<file path="config.mk">
export PLATFORM = sky130hd
export DESIGN_NAME = udp_tx_scheduler
export DESIGN_NICKNAME = d
export VERILOG_FILES = /design/src/rtl/udp_pkg.sv /design/src/rtl/udp_tx_scheduler_rr_arbiter.sv /design/src/rtl/udp_tx_scheduler.sv
export SDC_FILE = /design/constraint.sdc
export NUM_CORES = 1
export LEC_CHECK = 0
export ABC_AREA = 1
export CORE_AREA = 8 8 257 259
export CTS_CLUSTER_SIZE = 16
export DETAILED_ROUTE_END_ITERATION = 6
export DIE_AREA = 0 0 265 267
export SLEW_MARGIN = 20
export SYNTH_ARGS = -nofsm -noshare
export SYNTH_HDL_FRONTEND = slang
export SYNTH_HIERARCHICAL = 1
export SYNTH_SLANG_ARGS = --single-unit
</file>
<file path="constraint.sdc">
create_clock -name clk -period 12.6 [get_ports clk]
set_clock_uncertainty 0.2 [all_clocks]
set_input_delay 2.52 -clock clk [delete_from_list [all_inputs] [get_ports clk]]
set_output_delay 2.52 -clock clk [all_outputs]
set_load 0.005 [all_outputs]
</file>
<file path="src/rtl/udp_pkg.sv">
// Shared types and constants for the UDP transmit scheduler.
package udp_pkg;

    typedef enum logic [1:0] {
        ST_IDLE   = 2'd0,
        ST_LAUNCH = 2'd1,
        ST_RUN    = 2'd2,
        ST_DONE   = 2'd3
    } sched_state_e;

    localparam logic [7:0] UDP_PROTO = 8'd17;

    typedef struct packed {
        logic [15:0] src_port;
        logic [15:0] dest_port;
        logic [15:0] len;
        logic [31:0] dest_ip;
        logic        no_chksum;
    } udp_hdr_t;

endpackage

</file>
<file path="src/rtl/udp_tx_scheduler_rr_arbiter.sv">
// Combinational round-robin arbiter: first requester at or after ptr wins.
module rr_arbiter #(
    parameter int NUM_CH = 4,
    parameter int IDX_W  = $clog2(NUM_CH)
) (
    input  logic [NUM_CH-1:0] req,
    input  logic [IDX_W-1:0]  ptr,
    output logic [NUM_CH-1:0] grant,
    output logic [IDX_W-1:0]  idx
);

    logic             found;
    logic [IDX_W-1:0] cand;

    always_comb begin
        grant = '0;
        idx   = '0;
        found = 1'b0;
        cand  = '0;
        for (int k = 0; k < NUM_CH; k++) begin
            cand = IDX_W'((int'(ptr) + k) % NUM_CH);
            if (!found && req[cand]) begin
                found       = 1'b1;
                grant[cand] = 1'b1;
                idx         = cand;
            end
        end
    end

endmodule

</file>
<file path="src/rtl/udp_tx_scheduler.sv">
// Shares one UDP encoder between NUM_CH requesters: arbitrates, latches the
// header, forwards payload, collects the checksum and resets the encoder.
module udp_tx_scheduler
    import udp_pkg::*;
#(
    parameter int NUM_CH      = 4,
    parameter int TIMEOUT_CYC = 4096
) (
    input  logic                 clk,
    input  logic                 reset,
    input  logic [31:0]          local_ip,
    input  logic [NUM_CH-1:0]    ch_req,
    input  logic [16*NUM_CH-1:0] ch_src_port,
    input  logic [16*NUM_CH-1:0] ch_dest_port,
    input  logic [16*NUM_CH-1:0] ch_len,
    input  logic [32*NUM_CH-1:0] ch_dest_ip,
    input  logic [NUM_CH-1:0]    ch_no_chksum,
    input  logic [32*NUM_CH-1:0] ch_data,
    input  logic [NUM_CH-1:0]    ch_data_av,
    output logic [NUM_CH-1:0]    ch_grant,
    output logic [NUM_CH-1:0]    ch_done,
    output logic                 ch_err,
    output logic [15:0]          checksum_out,
    output logic [31:0]          enc_src_ip,
    output logic [31:0]          enc_dest_ip,
    output logic [31:0]          enc_data,
    output logic [15:0]          enc_src_port,
    output logic [15:0]          enc_dest_port,
    output logic [15:0]          enc_len,
    output logic                 enc_no_chksum,
    output logic                 enc_start,
    output logic                 enc_data_av,
    output logic                 enc_reset,
    input  logic                 enc_fin,
    input  logic [15:0]          enc_checksum
);

    localparam int IDX_W = (NUM_CH > 1) ? $clog2(NUM_CH) : 1;
    localparam int CNT_W = $clog2(TIMEOUT_CYC);
    localparam logic [CNT_W-1:0] CNT_MAX = CNT_W'(TIMEOUT_CYC - 1);
    localparam logic [IDX_W-1:0] IDX_LAST = IDX_W'(NUM_CH - 1);

    sched_state_e      state_q, state_d;
    logic [IDX_W-1:0]  ptr_q, ptr_d;
    logic [IDX_W-1:0]  idx_q, idx_d;
    logic [NUM_CH-1:0] grant_q, grant_d;
    udp_hdr_t          hdr_q, hdr_d;
    logic [CNT_W-1:0]  cnt_q, cnt_d;
    logic              err_q, err_d;
    logic [15:0]       chk_q, chk_d;

    logic [NUM_CH-1:0] arb_grant;
    logic [IDX_W-1:0]  arb_idx;

    rr_arbiter #(
        .NUM_CH (NUM_CH),
        .IDX_W  (IDX_W)
    ) u_arb (
        .req   (ch_req),
        .ptr   (ptr_q),
        .grant (arb_grant),
        .idx   (arb_idx)
    );

    always_ff @(posedge clk or posedge reset) begin
        if (reset) begin
            state_q <= ST_IDLE;
            ptr_q   <= '0;
            idx_q   <= '0;
            grant_q <= '0;
            hdr_q   <= '0;
            cnt_q   <= '0;
            err_q   <= 1'b0;
            chk_q   <= '0;
        end else begin
            state_q <= state_d;
            ptr_q   <= ptr_d;
            idx_q   <= idx_d;
            grant_q <= grant_d;
            hdr_q   <= hdr_d;
            cnt_q   <= cnt_d;
            err_q   <= err_d;
            chk_q   <= chk_d;
        end
    end

    always_comb begin
        state_d = state_q;
        ptr_d   = ptr_q;
        idx_d   = idx_q;
        grant_d = grant_q;
        hdr_d   = hdr_q;
        cnt_d   = '0;
        err_d   = err_q;
        chk_d   = chk_q;
        case (state_q)
            ST_IDLE: begin
                if (|ch_req) begin
                    state_d         = ST_LAUNCH;
                    grant_d         = arb_grant;
                    idx_d           = arb_idx;
                    ptr_d           = (arb_idx == IDX_LAST) ? '0 : arb_idx + 1'b1;
                    err_d           = 1'b0;
                    hdr_d.src_port  = ch_src_port[16*arb_idx +: 16];
                    hdr_d.dest_port = ch_dest_port[16*arb_idx +: 16];
                    hdr_d.len       = ch_len[16*arb_idx +: 16];
                    hdr_d.dest_ip   = ch_dest_ip[32*arb_idx +: 32];
                    hdr_d.no_chksum = ch_no_chksum[arb_idx];
                end
            end
            ST_LAUNCH: state_d = ST_RUN;
            ST_RUN: begin
                cnt_d = (cnt_q == CNT_MAX) ? cnt_q : cnt_q + 1'b1;
                // fin wins over a coincident timeout
                if (enc_fin) begin
                    state_d = ST_DONE;
                    err_d   = 1'b0;
                    chk_d   = enc_checksum;
                end else if (cnt_q == CNT_MAX) begin
                    state_d = ST_DONE;
                    err_d   = 1'b1;
                    chk_d   = '0;
                end
            end
            ST_DONE: begin
                state_d = ST_IDLE;
                grant_d = '0;
            end
            default: state_d = ST_IDLE;
        endcase
    end

    assign ch_grant      = grant_q;
    assign ch_done       = (state_q == ST_DONE) ? grant_q : '0;
    assign ch_err        = (state_q == ST_DONE) && err_q;
    assign checksum_out  = chk_q;

    assign enc_src_ip    = local_ip;
    assign enc_dest_ip   = hdr_q.dest_ip;
    assign enc_src_port  = hdr_q.src_port;
    assign enc_dest_port = hdr_q.dest_port;
    assign enc_len       = hdr_q.len;
    assign enc_no_chksum = hdr_q.no_chksum;
    assign enc_data      = ch_data[32*idx_q +: 32];
    assign enc_start     = (state_q == ST_LAUNCH);
    assign enc_data_av   = ((state_q == ST_LAUNCH) || (state_q == ST_RUN))
                           && ch_data_av[idx_q];
    // encoder FIN is sticky, so clear it after every packet
    assign enc_reset     = reset || (state_q == ST_DONE);

endmodule

</file>
==> results of run 1 <==
registers in the layout, indices dropped and copies added, names as in the netlist:
| register | flops |
|---|---|
| ch_grant | 4 |
| checksum_out | 16 |
| cnt_q | 12 |
| enc_dest_ip | 32 |
| enc_dest_port | 16 |
| enc_len | 16 |
| enc_no_chksum | 1 |
| enc_src_port | 16 |
| err_q | 1 |
| idx_q | 2 |
| ptr_q | 2 |
| state_q | 2 |
power by group through the flow:
stage	registers (mW)	clock network, mW	logic (mW)
5_1_grt	0.690	0.577	3.63
3_3_place_gp	0.669	0	3.36
3_5_place_dp	0.673	0	3.35
6_report	0.666	0.540	3.25
4_1_cts	0.668	0.565	3.36
2_1_floorplan	0.676	0	1.86
cells in the final DEF, fill, tap and decap left out, types with 3 or more instances in the layout:
cell,Yosys,routed
nand4_1,4,4
o22ai_1,113,113
nand2_2,6,5
nand2_1,338,338
diode_2,0,3
nand3_2,5,5
o21ai_1,33,33
nor2_1,246,245
bufinv_16,0,4
inv_1,34,33
clkdlybuf4s50_1,0,619
a21o_1,3,3
inv_6,2,6
clkbuf_16,0,17
clkinvlp_4,0,3
a21boi_0,5,5
nand3_1,53,52
dfrtp_1,120,119
a21oi_1,6,6
clkinv_4,0,3
ha_1,12,12
nor2_2,3,3
buf_4,42,13
o21ai_0,208,208
nand2_4,2,3
stage by stage:
stage / setup slack (ns) / hold slack (ns) / power (mW) / std cells
2_1_floorplan: 4.64 / 0.242 / 2.54 / 1339
3_3_place_gp: 5.50 / 0.261 / 4.02 / 2642
3_5_place_dp: 5.53 / 0.264 / 4.02 / 2642
4_1_cts: 5.52 / 0.280 / 4.59 / 2673
5_1_grt: 5.47 / 0.293 / 4.89 / 2673
6_report: 5.52 / 0.275 / 4.46 / 2676
worst max-delay path by stage:
stage / endpoint / start / slack [ns] / cells after the start
after floorplan: enc_reset / reset / 4.64 / 2
after global routing: enc_data_av / ch_data_av[2] / 5.47 / 6
final: enc_data_av / ch_data_av[2] / 5.52 / 6
after detailed placement: enc_data_av / ch_data_av[2] / 5.53 / 6
after global placement: enc_data_av / ch_data_av[2] / 5.50 / 6
after CTS: enc_data_av / ch_data_av[2] / 5.52 / 6
final cells by class:
class / instances / area (µm²)
inverter: 40 / 183
multi-input combinational: 1051 / 4960
sequential: 120 / 3000
fill: 6898 / 46100
clock inverter: 13 / 195
tap: 799 / 1000
clock buffer: 18 / 429
antenna: 3 / 7.51
timing repair buffer: 632 / 6290
metal layers:
| metal | vias to the layer above | track usage, % | share of wire (%) | routed length (µm) |
|---|---|---|---|---|
| met5 | - | 0 | 0 | 0 |
| met4 | 0 | 4.31 | 2.4 | 1300 |
| met3 | 51 | 4.85 | 9.1 | 4930 |
| met2 | 567 | 26.3 | 50 | 26900 |
| met1 | 5217 | 16.6 | 39 | 21000 |
| li1 | 5510 | - | - | - |
cell families after synthesis:
logic type               Yosys count
AND/OR/NAND/NOR                  667
AO/OA/AOI/OAI                    372
buffers and inverters            168
flip-flops                       120
adder cells (fa/ha/maj)           12
critical path, cell delays in order:
cell and delay [ns]:
clkdlybuf4s50_1 0.46, nor2_1 0.08, nor2_1 0.13, o21ai_0 0.11, a21boi_0 0.45, clkdlybuf4s50_1 0.60
==> impl_metrics.json, run 1 <==
{
  "status": "finished, final reports clean",
  "crit_path_end_kind": "output port",
  "clk_pin_slew_ns": 0.06,
  "cts_tree": "yes",
  "synth_xor_area_share_pct": 0,
  "max_cap_viol_count": 0,
  "wl_per_cell_um": 20.2,
  "cts_buffers": 17,
  "fp-row-count": 92,
  "cts_root_buf": "clkbuf_16",
  "clock-sinks": 120,
  "r2r-end": "enc_dest_ip[8]",
  "slew-limit-headroom_pct": 44.0,
  "maxSlewViolCount": 0,
  "hold_viol": 0,
  "period_share_pct": 56.2,
  "worst_pin_slew_ns": 0.841,
  "synthesis.area_um2": 8820,
  "sequentialPowerShare_pct": 14.9,
  "routabilityCongestion": 0.958,
  "dr.pass1.iters": 5,
  "final_design_area_no_fill_um2": 16100,
  "viasPerCell": 4.24,
  "synth-warning-count": 6,
  "hpwl_um": 43500,
  "leakage_nw": 6.62,
  "yosysMostFrequentCell": "nand2_1",
  "yosys.area_share.simple_pct": 31.1,
  "ys_ff_latch": 120,
  "antenna_found_initial": 2,
  "finalSetupTns_ns": 0,
  "wl_um": 54100,
  "power_switching_mw": 2.36,
  "yosysUniqueCellTypes": 36,
  "worstSkewPairLatency_ns": 0.44,
  "whs_path_depth": 2,
  "yosys-top-cells-area": "dfrtp_1 (34%), nand2_1 (14%), o21ai_0 (12%)",
  "synth_top_family_by_area": "simple AND/OR/NAND/NOR gates",
  "synth_top_area_share_pct": 34.0,
  "yosysTopAreaCell": "dfrtp_1",
  "dieArea_um2": 70800,
  "r2r_setup_slack_ns": 8.12,
  "ys_top_cells_by_count": "nand2_1 (338), nor2_1 (246), o21ai_0 (208)",
  "postCtsSetupBuffers": 0,
  "synth_edf_count": 0,
  "critPathKind": "input pin to output port",
  "die_h_um": 267,
  "die_w_um": 265,
  "drc": 0,
  "grt-ovfl-total": 0,
  "start_kind": "input pin",
  "final_nets": 2385,
  "grt_use_total_pct": 14.7,
  "setup_viol": 0,
  "vias": 11345,
  "htree_num_levels": 4,
  "cts_resized": 0,
  "swShare_pct": 52.8,
  "grt_max_degree": 106,
  "postSynthCellCount": 1339,
  "post_dp_cell_area_um2": 15400,
  "start_util_pct": 14.2,
  "r2r_cells": 15,
  "hold-path-endpoint": "enc_len[10]",
  "clockBufferDepth": 2,
  "io_buffers": 619,
  "hold_path.startpoint": "enc_len[10]",
  "grt_pass1_vias": 11676,
  "period_needed_ns": 7.08,
  "rsz0062_at_grt": "no",
  "cts_hold_buf": 0,
  "p_int_mw": 2.10,
  "synth_compound_area_share_pct": 23.1,
  "max_clock_freq_mhz": 141,
  "postRouteAntennaNets": 0,
  "drt-initial-drc-count": 632,
  "ys_seq_area_share_pct": 34.0,
  "crit_fanout": 1,
  "area_growth_syn_to_layout_pct": 82.1,
  "power_density_nw_per_um2": 278,
  "worstPathArrival_ns": 4.36,
  "synthAdderAreaFrac_pct": 1.70,
  "crit_required_ns": 9.88,
  "p_clk_share_pct": 12.1,
  "layout-drive-gt1-share_pct": 4.16,
  "ys_async_sr_fraction_pct": 100,
  "ios": 684,
  "syn_nets": 1862,
  "ir_drop_uv": 203,
  "core_um2": 62200,
  "avgSynthCellArea_um2": 6.59,
  "grt_pass1_wl_um": 78200,
  "synth_mux_area_share_pct": 0,
  "combPwrFrac_pct": 73.0,
  "synth_ff_type": "dfrtp_1",
  "rr_startpoint": "ptr_q[1]",
  "hold_path_class": "register to register",
  "utilization_pct": 25.9
}
Power figures use the tool's default switching activity.
==> run 2: changes to the inputs <==
CORE_AREA = 8 8 260 262   (was 8 8 257 259)
DIE_AREA = 0 0 268 270   (was 0 0 265 267)
clock period = 6.8 ns   (was 12.6 ns; I/O delays follow)
==> run 2 against run 1 <==
  * Power rose by 83%
  * Final area rose by 0.43%
  * Cell count rose by 2.2%
  * Global-route usage fell by 0.092 points
  * Combinational power rose by 83%
  * Wire length rose by 1.9%
  * Sequential power rose by 88%
  * Sequential share of layout area fell by 0.080 points
  * Register-to-register slack got worse by 5.4 ns
  * Critical path type unchanged
  * Critical endpoint is now enc_data[25]
==> impl_metrics.json, run 2 (synthesis gave the netlist of run 1 again) <==
{
  "power_density_nw_per_um2": 505,
  "critPathKind": "input pin to output port",
  "maxSlewViolCount": 0,
  "r2r_cells": 15,
  "combPwrFrac_pct": 73.0,
  "start_kind": "input pin",
  "wl_per_cell_um": 20.2,
  "area_growth_syn_to_layout_pct": 82.9,
  "r2r_setup_slack_ns": 2.67,
  "dieArea_um2": 72400,
  "sequentialPowerShare_pct": 15.4,
  "hold_path.startpoint": "enc_dest_port[5]",
  "core_um2": 63600,
  "crit_fanout": 1,
  "wl_um": 55100,
  "hold_path_class": "register to register",
  "rsz0062_at_grt": "no",
  "final_nets": 2387,
  "final_common_cell": "clkdlybuf4s50_1",
  "grt_use_total_pct": 14.6,
  "cts_buffers": 17,
  "slew-limit-headroom_pct": 42.3,
  "dr.pass1.iters": 7,
  "cts_resized": 0,
  "rr_startpoint": "ptr_q[0]",
  "routabilityCongestion": 0.865,
  "crit_required_ns": 5.24,
  "worstPathArrival_ns": 2.99,
  "r2r-end": "enc_src_port[13]",
  "startpoint": "ch_data[57]",
  "htree_num_levels": 4,
  "power.total_mw": 8.16,
  "setup_viol": 0,
  "crit_path_end_kind": "output port",
  "period_share_pct": 66.8,
  "mostFrequentLayoutCells": "clkdlybuf4s50_1 (619), nand2_1 (338), nor2_1 (245)",
  "period_needed_ns": 4.55,
  "largest_reg_flops": 32,
  "cts_tree": "yes",
  "grt-ovfl-total": 0,
  "max_clock_freq_mhz": 220,
  "clock-sinks": 120,
  "worstSkewPairLatency_ns": 0.46,
  "hold_viol": 0,
  "layout-drive-gt1-share_pct": 4.37,
  "drt-initial-drc-count": 530,
  "die_h_um": 270,
  "cts_hold_buf": 0,
  "ios": 684,
  "p_clk_share_pct": 11.6,
  "vias": 11315,
  "leakage_nw": 6.64,
  "grt_pass1_vias": 11599,
  "finalSetupTns_ns": 0,
  "postCtsSetupBuffers": 0,
  "antenna_found_initial": 9,
  "swShare_pct": 53.2,
  "worst_pin_slew_ns": 0.866,
  "io_buffers": 619,
  "grt_max_degree": 100,
  "fillers": 7179,
  "postRouteAntennaNets": 0,
  "drc": 0,
  "clockBufferDepth": 2,
  "p_int_mw": 3.82,
  "ir_drop_uv": 287,
  "fp-row-count": 93,
  "grt_pass1_wl_um": 78400,
  "clk_pin_slew_ns": 0.06,
  "hold_ws_ns": 0.277,
  "status": "finished, final reports clean",
  "start_util_pct": 13.9,
  "viasPerCell": 4.14,
  "max_cap_viol_count": 0,
  "power_switching_mw": 4.34,
  "worstSetupEndpoint": "enc_data[25]",
  "cts_root_buf": "clkbuf_16",
  "hpwl_um": 44300,
  "die_w_um": 268
}
## run 2: cell types whose count changed in the layout (fill, tap and decap cells not counted), sizes merged
cell,change
buf,+2
clkinvlp,-3
bufinv,-4
inv,+6
clkbuf,-1
diode,-1
clkinv,+3
## run 2: worst min path at each step
stage | slack (ns) | to | cells after the start
final | 0.28 | enc_dest_port[5] | 2
after global routing | 0.30 | enc_dest_ip[10] | 2
after CTS | 0.28 | enc_len[12] | 2
after detailed placement | 0.27 | enc_src_port[3] | 2
after global placement | 0.26 | enc_dest_port[5] | 2
after floorplan | 0.24 | err_q | 2
## run 2: power by group through the flow
| stage | logic, mW | clock network [mW] | registers [mW] |
|---|---|---|---|
| 2_1_floorplan | 3.45 | 0 | 1.25 |
| 3_3_place_gp | 6.10 | 0 | 1.26 |
| 3_5_place_dp | 6.11 | 0 | 1.27 |
| 4_1_cts | 6.14 | 0.990 | 1.26 |
| 5_1_grt | 6.67 | 1.02 | 1.30 |
| 6_report | 5.96 | 0.947 | 1.25 |
## run 2: per-stage QoR
step | setup WS (ns) | cells | cell area [µm²] | utilization, %
final | 2.25 | 2734 | 16100 | 25.4
after global routing | 2.04 | 2733 | 16100 | 25.4
after CTS | 2.19 | 2732 | 16100 | 25.3
after detailed placement | 1.73 | 2700 | 15500 | 24.4
after global placement | 1.77 | 2700 | 15500 | 24.4
after floorplan | 1.16 | 1339 | 8820 | -
## run 2: metal layers
layer	share of wire, %	vias up	GRT usage (%)	routed length (µm)
met5	0.060	-	0	33
met4	3.1	4	5.38	1710
met3	8.9	67	5.08	4920
met2	48	559	24.8	26300
met1	40	5173	16.8	22100
li1	-	5512	-	-
## run 2: final cells by class
class                           instances  area (µm²)  share of cell area, %
Timing Repair Buffer                  634        6320                   39.2
Antenna cell                            2        5.00                 0.0310
Tap cell                              855        1070                   6.63
Inverter                               40         181                   1.12
Sequential cell                       120        3000                   18.6
Clock inverter                         15         174                   1.08
Multi-Input combinational cell       1051        4960                   30.7
Clock buffer                           17         425                   2.64
## run 2: worst max-delay path, cell delays in order
cell and delay [ns]:
clkdlybuf4s50_1 0.40, o21ai_0 0.45, o22ai_1 0.18, clkdlybuf4s50_1 0.59
==> run 3: changes to the inputs <==
clock period = 4.5 ns   (was 6.8 ns; I/O delays follow)
==> run 3 against run 2 <==
  * Register-to-register slack lost 1.7 ns
  * Count of clock-buffer cells in the layout grew 1
  * Core utilization is 0.27 points higher
  * Largest power group unchanged
  * Largest cell class unchanged
  * Worst setup slack got worse by 1.6 ns
  * Highest routed layer unchanged
==> impl_metrics.json, run 3 (synthesis gave the netlist of run 1 again) <==
{
  "status": "finished, final reports clean",
  "area_growth_syn_to_layout_pct": 84.9,
  "grt_max_degree": 121,
  "leakage_nw": 6.71,
  "start_util_pct": 13.9,
  "htree_num_levels": 4,
  "cts_root_buf": "clkbuf_16",
  "wl_per_cell_um": 20.5,
  "power_density_nw_per_um2": 780,
  "ios": 684,
  "cts_tree": "yes",
  "viasPerCell": 4.15,
  "power_switching_mw": 6.62,
  "die_w_um": 268,
  "drc": 0,
  "finalSetupTns_ns": 0,
  "crit_path_end_kind": "output port",
  "hpwl_um": 45500,
  "hold_viol": 0,
  "final_nets": 2400,
  "slew-limit-headroom_pct": 45.2,
  "mostFrequentLayoutCells": "clkdlybuf4s50_1 (619), nand2_1 (338), nor2_1 (245)",
  "worstPathArrival_ns": 2.73,
  "worst_pin_slew_ns": 0.821,
  "sequentialPowerShare_pct": 15.0,
  "maxSlewViolCount": 0,
  "ir_drop_uv": 589,
  "vias": 11408,
  "final_common_cell": "clkdlybuf4s50_1",
  "setup_viol": 0,
  "grt-ovfl-total": 0,
  "max_clock_freq_mhz": 261,
  "wl_um": 56400,
  "postRouteAntennaNets": 0,
  "start_kind": "register",
  "layout-drive-gt1-share_pct": 4.97,
  "rsz0062_at_grt": "no",
  "crit_required_ns": 3.40,
  "clockBufferDepth": 2,
  "swShare_pct": 52.0,
  "largest_reg_flops": 32,
  "grt_use_total_pct": 15.0,
  "antenna_found_initial": 7,
  "critPathKind": "register to output port",
  "crit_fanout": 27,
  "core_um2": 63600,
  "p_int_mw": 6.11,
  "worstSkewPairLatency_ns": 0.47,
  "drt-initial-drc-count": 618,
  "io_buffers": 619,
  "max_cap_viol_count": 0,
  "p_clk_share_pct": 11.4,
  "routabilityCongestion": 0.904,
  "die_h_um": 270,
  "dr.pass1.iters": 5,
  "utilization_pct": 25.6,
  "layout.cells.non_filler": 2749,
  "grt_pass1_wl_um": 79900,
  "grt_pass1_vias": 11940,
  "combPwrFrac_pct": 73.6,
  "fp-row-count": 93,
  "period_needed_ns": 3.83,
  "postCtsSetupBuffers": 0,
  "cts_buffers": 17,
  "clock-sinks": 120,
  "cts_hold_buf": 0,
  "dieArea_um2": 72400,
  "dp.cells": 2713,
  "clk_pin_slew_ns": 0.07,
  "period_share_pct": 85.2,
  "hold_path_class": "register to register",
  "cts_resized": 0
}
==> run 3: cell types whose count changed in the layout (fill, tap and decap cells not counted), sizes merged <==
cell      before  now
bufinv         1    3
clkbuf        17   18
clkinv         7    4
buf           15   28
clkinvlp       0    3
diode          2    4
inv           47   44
==> run 3: routing by layer <==
metal / vias up / track usage (%) / routed length [µm]
met3: 65 / 5.53 / 4950
li1: 5529 / - / -
met1: 5254 / 15.8 / 21400
met5: - / 0 / 34
met4: 6 / 5.57 / 1500
met2: 554 / 26.8 / 28600
==> run 3: cell type report <==
cell class	count	area, µm²
Fill cell	7098	47300
Timing Repair Buffer	647	6490
Multi-Input combinational cell	1051	4960
Sequential cell	120	3000
Tap cell	855	1070
Clock buffer	18	429
Inverter	40	181
Clock inverter	14	164
Antenna cell	4	10.0
==> run 3: worst paths after layout <==
| kind | startpoint | to | slack (ns) | depth (start not counted) |
|---|---|---|---|---|
| max | idx_q[0] | enc_data[16] | 0.67 | 5 |
| min | enc_src_port[11] | enc_src_port[11] | 0.28 | 2 |
| max reg2reg | ptr_q[0] | enc_dest_ip[16] | 1.02 | 16 |
| min reg2reg | enc_src_port[11] | enc_src_port[11] | 0.28 | 2 |
| max in group asynchronous | reset | enc_src_port[4] | 2.62 | 3 |
| min in group asynchronous | reset | checksum_out[6] | 0.82 | 3 |
==> run 3: metrics by stage <==
step                cell area, µm²  hold WS [ns]  total power [mW]  worst slack (ns)
detailed placement           15700         0.264              11.5             0.633
floorplan                     8830         0.242              7.11             0.534
CTS                          16300         0.281              13.0             0.504
global placement             15700         0.262              11.4             0.685
finish                       16300         0.275              12.7             0.666
global route                 16300         0.296              13.9             0.432
==> run 3: power groups by stage <==
stage          clock network (mW)  logic [mW]  registers (mW)
2_1_floorplan                   0        5.22            1.89
6_report                     1.45        9.37            1.91
3_5_place_dp                    0        9.53            1.93
4_1_cts                      1.53        9.57            1.92
5_1_grt                      1.57        10.4            1.97
3_3_place_gp                    0        9.51            1.92
==> run 3: worst max-delay path, cell delays in order, from the launching register on <==
cell,delay [ns]
dfrtp_2,0.40
inv_1,0.60
buf_4,0.29
o21ai_0,0.10
o22ai_1,0.30
clkdlybuf4s50_1,0.57
==> patch 1, RTL diff (settings of run 2) <==
Make the reset (`reset`) synchronous in one clocked block.
--- a/src/rtl/udp_tx_scheduler.sv
+++ b/src/rtl/udp_tx_scheduler.sv
@@ -62,7 +62,7 @@
         .idx   (arb_idx)
     );
 
-    always_ff @(posedge clk or posedge reset) begin
+    always_ff @(posedge clk) begin
         if (reset) begin
             state_q <= ST_IDLE;
             ptr_q   <= '0;
Function: not settled (the Yosys comparison gave no result); the edit may change what the design does.
==> patch 1 against run 2 <==
  * Non-clock buffer count is the same
  * Sequential power down 14%
  * Maximum frequency shrank 1.4%
  * Setup slack worse by 66 ps
  * Combinational power is 19% lower
  * Largest cell class unchanged
  * Worst hold slack worse by 20 ps
  * Final cell count grew 0.18%
  * Area after synthesis fell by 3.1%
  * Total power decreased by 16%
  * Clock power shrank 2%
  * Final area fell by 2.5%
  * Wire length down 9.2%
  * Highest routed layer unchanged
  * Sequential cell count unchanged
==> patch 1: results (changes against run 2) <==
Status
  • Outcome: finished clean (unchanged)

Routing
  • Initial DRC count: 482 (was 530)
  • DRT Pass-1 Iters: 5 (was 7)
  • Vias per cell: 4.089 (was 4.139)
  • Final WL: 50,080 um (was 55,130 um)

Synth
  • FFs w/ async S/R, synth: 0% (was 100.0%)
  • Post-synth top cells: 415 x nor2_1, 307 x o21ai_0, 120 x dfxtp_1 (was 338 x nand2_1, 246 x nor2_1, 208 x o21ai_0)
  • Post-Syn Nets: 1,876 (was 1,862)
  • Seq/Total Area, Yosys: 28.11% (was 34.03%)
  • Yosys warning count: 6 (unchanged)
  • Library cells used by synthesis: 36 (unchanged)
  • Main area contributors after synthesis: dfxtp_1 28%, nor2_1 18%, o21ai_0 18% (was dfrtp_1 34%, nand2_1 14%, o21ai_0 12%)

Placement
  • Hpwl dp: 39,570 um (was 44,280 um)
  • Dpl ws: 1665 ps (was 1728 ps)
  • GP Congestion: 0.8630 (was 0.8649)

Timing
  • Fmax: 0.2168 GHz (was 0.2200 GHz)
  • Worst hold slack: 258.0 ps (was 277.5 ps)
  • Worst rel slew slack: 37.18% (was 42.29%)

Clocking
  • # resized after CTS: 0 (unchanged)
  • Setup bufs post-CTS: 0 (unchanged)
  • Cts bufs inserted: 17 (unchanged)
  • Clk root buf: clkbuf_16 (unchanged)
  • Clk_lat worst skew: 460 ps (about the same)
  • Max Root-Sink Buffers: 2 (unchanged)
  • Clock Pin Slew Worst Setup and Hold Paths: 70 ps

Worst setup path
  • Max incr delay on CP: 600 ps
  • Minimum setup slack among reg-to-reg paths: 2460 ps (was 2670 ps)
  • CP Launch Point: ch_data[86] (was ch_data[57])
  • WP data arrival: 3050 ps (was 2990 ps)
  • Critical-path top delay cell: clkdlybuf4s50_1 (unchanged)
  • R2R Path End: enc_dest_port[6] (was enc_src_port[13])
  • R2r startpoint: ptr_q[0] (unchanged)
  • Worst reg-to-reg path cell count: 15 (unchanged)

Worst hold path
  • WHS Endpoint: checksum_out[4] (was enc_dest_port[5])
  • Worst Hold Path Cells: 2 (unchanged)
  • Hold path startpoint: checksum_out[4] (was enc_dest_port[5])
  • HP Class: reg2reg (unchanged)

Global route
  • Total track usage: 13.25% (was 14.63%)
  • Initial antenna violation count: 7 (was 9)
  • Largest net degree at the start of global routing: 166 (was 100)
  • Vias in the first global route: 11,260 (was 11,600)
  • First-pass GRT wire length: 72,170 um (was 78,360 um)

Power
  • Max VDD drop: 389.0 uV (was 287.2 uV)
  • P_leak: 5.754 nW (was 6.635 nW)
  • Power Internal: 0.003314 W (was 0.003816 W)

Finish
  • Final nets: 2,392 (was 2,387)
  • Share of layout cells above drive strength 1: 5.204% (was 4.369%)
  • Max reg flops: 32 (unchanged)
-- patch 1: cell count changes after synthesis, moves of 12 or more --
cell            run 2  this run
nand2_1           338        79
nor2_1            246       415
dfrtp_1           120         0
dfxtp_1             0       120
o21ai_0           208       307
nand3_1            53        37
o21ai_1            33        17
buf_2              29        14
buf_6               5        19
a21oi_1             6        19
nand2_4             2        14
-- patch 1: routing by layer --
layer | up-vias | share of wire, % | track usage, %
met1 | 5009 | 39 | 14.41
met2 | 517 | 47 | 22.28
met4 | 8 | 3.9 | 5.953
met5 | - | 0.11 | 0
met3 | 78 | 10 | 5.507
li1 | 5587 | - | -
-- patch 1: final cells by class --
class | count | area, sq um
inverter | 44 | 188.9
multi-input combinational | 1053 | 5151
clock buffer | 17 | 425.4
clock inverter | 15 | 151.4
tap | 855 | 1070
fill | 7147 | 47910
timing repair buffer | 634 | 6346
sequential | 120 | 2404
antenna | 1 | 2.502
-- patch 1: cell families (layout without fill, tap and decap cells) --
| kind of cell | count (synthesis) | in the layout | share of synthesized area [%] |
|---|---|---|---|
| AOI/OAI and AO/OA | 474 | 474 | 30.07 |
| other | 0 | 1 | 0 |
| buffers and inverters | 181 | 710 | 11.90 |
| DFF | 120 | 120 | 28.11 |
| xor gates and xnor gates | 4 | 4 | 0.4100 |
| adders and majority gates | 11 | 11 | 1.611 |
| and+or+nand+nor | 564 | 564 | 27.89 |
-- patch 1: stage by stage --
stage                     area [sq um]  instances
after detailed placement         15140       2705
final                            15740       2739
after CTS                        15720       2737
after global routing             15740       2738
after global placement           15140       2705
after floorplan                   8546       1354
-- patch 1: how the worst max path moves through the flow --
| stage | endpoint | depth (start not counted) |
|---|---|---|
| final | enc_data[22] | 4 |
| after detailed placement | enc_dest_port[6] | 14 |
| after global placement | enc_dest_port[6] | 14 |
| after floorplan | enc_data_av | 4 |
| after CTS | enc_data_av | 5 |
| after global routing | enc_dest_port[7] | 14 |
-- patch 1: power groups by stage --
stage / sequential, W / clock (W) / combinational, W
4_1_cts: 0.00108 / 0.000985 / 0.00494
5_1_grt: 0.00111 / 0.00100 / 0.00543
3_5_place_dp: 0.00109 / 0 / 0.00493
6_report: 0.00108 / 0.000930 / 0.00484
3_3_place_gp: 0.00109 / 0 / 0.00491
2_1_floorplan: 0.00109 / 0 / 0.00305
-- patch 1: critical path: cells and delay by family --
kind | cells | cell delay [ps]
buf+inv | 2 | 1050
compound gates | 2 | 640
==> patch 2, RTL diff (config.mk and constraints of run 2) <==
Made on the original files. The parameter `TIMEOUT_CYC` goes from 4096 to 1024.
--- a/src/rtl/udp_tx_scheduler.sv
+++ b/src/rtl/udp_tx_scheduler.sv
@@ -4,7 +4,7 @@
     import udp_pkg::*;
 #(
     parameter int NUM_CH      = 4,
-    parameter int TIMEOUT_CYC = 4096
+    parameter int TIMEOUT_CYC = 1024
 ) (
     input  logic                 clk,
     input  logic                 reset,
Function: not settled (the Yosys comparison gave no result); the edit may change what the design does.
==> patch 2 against run 2 <==
  * Via count grew 0.46%
  * Worst hold slack lost 4.4 ps
  * Final area grew 1.1%
  * Setup slack gained 60 ps
  * Final cell count grew 4.0%
  * Count of clock-buffer cells in the layout grew 4
  * Sequential cell count shrank 2
  * Critical path depth grew 1
  * Wire length shrank 7.6%
  * Total power is essentially flat
  * Critical path type is now reg2out
  * Area after synthesis grew 2.7%
==> patch 2: results (changes against run 2) <==
Status
  • Outcome: finished clean (unchanged)

Finish
  • Fill cell count: 7,119 (was 7,179)
  • Antenna cells: 0 (was 2)
  • Final nets: 2,497 (was 2,387)
  • Finished Layout Cells: 2,842 (was 2,734)
  • Share of layout cells above drive strength 1: 3.624% (was 4.369%)

Power
  • P_clk: 0.000920 W (was 0.000947 W)
  • Pwr dens: 500.2 nW/um^2 (was 505.5 nW/um^2)
  • Switching Share: 51.66% (was 53.23%)
  • Comb pwr share: 73.4% (was 73.0%)

Placement
  • Dpl ws: 2254 ps (was 1728 ps)
  • GP Congestion: 0.8888 (was 0.8649)

Global route
  • First-pass GRT wire length: 74,470 um (was 78,360 um)
  • GR met3 Demand/Resource: 4.761% (was 5.079%)
  • Vias in the first global route: 11,790 (was 11,600)
  • Largest net degree at the start of global routing: 207 (was 100)
  • Initial antenna violation count: 2 (was 9)
  • Met2 Use GR: 24.53% (was 24.82%)
  • Total track usage: 13.60% (was 14.63%)

Worst setup path
  • Critical-path top delay cell: dfrtp_1 (was clkdlybuf4s50_1)
  • Minimum setup slack among reg-to-reg paths: 2790 ps (was 2670 ps)
  • R2R Path End: enc_dest_ip[1] (was enc_src_port[13])
  • WP data arrival: 2930 ps (was 2990 ps)

Routing
  • Post-route met1 wirelength: 19,710 um (was 22,130 um)
  • DRT Pass-1 Iters: 4 (was 7)
  • Drt wl/cell: 17.93 um (was 20.16 um)
  • Wire length on met3: 4541 um (was 4922 um)
  • Met2 WL: 25,460 um (was 26,330 um)

Timing
  • Slew @ Worst Pin: 1398 ps (was 865.7 ps)
  • Worst hold slack: 273.1 ps (was 277.5 ps)

Worst hold path
  • WHS Endpoint: enc_dest_ip[29] (was enc_dest_port[5])
  • Hold path startpoint: enc_dest_ip[29] (was enc_dest_port[5])

Synth
  • Post-synth top cells: 383 x nand2_1, 280 x nor2_1, 191 x o21ai_1 (was 338 x nand2_1, 246 x nor2_1, 208 x o21ai_0)
  • Seq/Total Area, Yosys: 32.58% (was 34.03%)
[patch 2: area by class of cell]
class / instances / area (sq um) / area share, %
Inverter: 87 / 356.6 / 2.186
Multi-Input combinational cell: 1116 / 5022 / 30.78
Sequential cell: 118 / 2954 / 18.11
Clock buffer: 21 / 460.4 / 2.822
Timing Repair Buffer: 634 / 6325 / 38.77
Clock inverter: 11 / 126.4 / 0.7746
Tap cell: 855 / 1070 / 6.557
[patch 2: worst max-delay path by stage]
stage | startpoint | to | slack [ps] | cells after the start
after floorplan | reset | enc_reset | 1210 | 2
after global placement | reset | enc_reset | 2270 | 4
after detailed placement | reset | enc_reset | 2250 | 4
after CTS | idx_q[1] | enc_data[31] | 2240 | 5
after global routing | idx_q[1] | enc_data[31] | 2120 | 5
final | idx_q[1] | enc_data[31] | 2310 | 5
[patch 2: cells by family after synthesis]
family          Yosys count  synth area share, %
fa+ha+maj                12                1.657
buf+inv                 216                12.27
xor+xnor                  1              0.09666
simple gates            734                32.32
compound gates          369                21.07
flops                   118                32.58
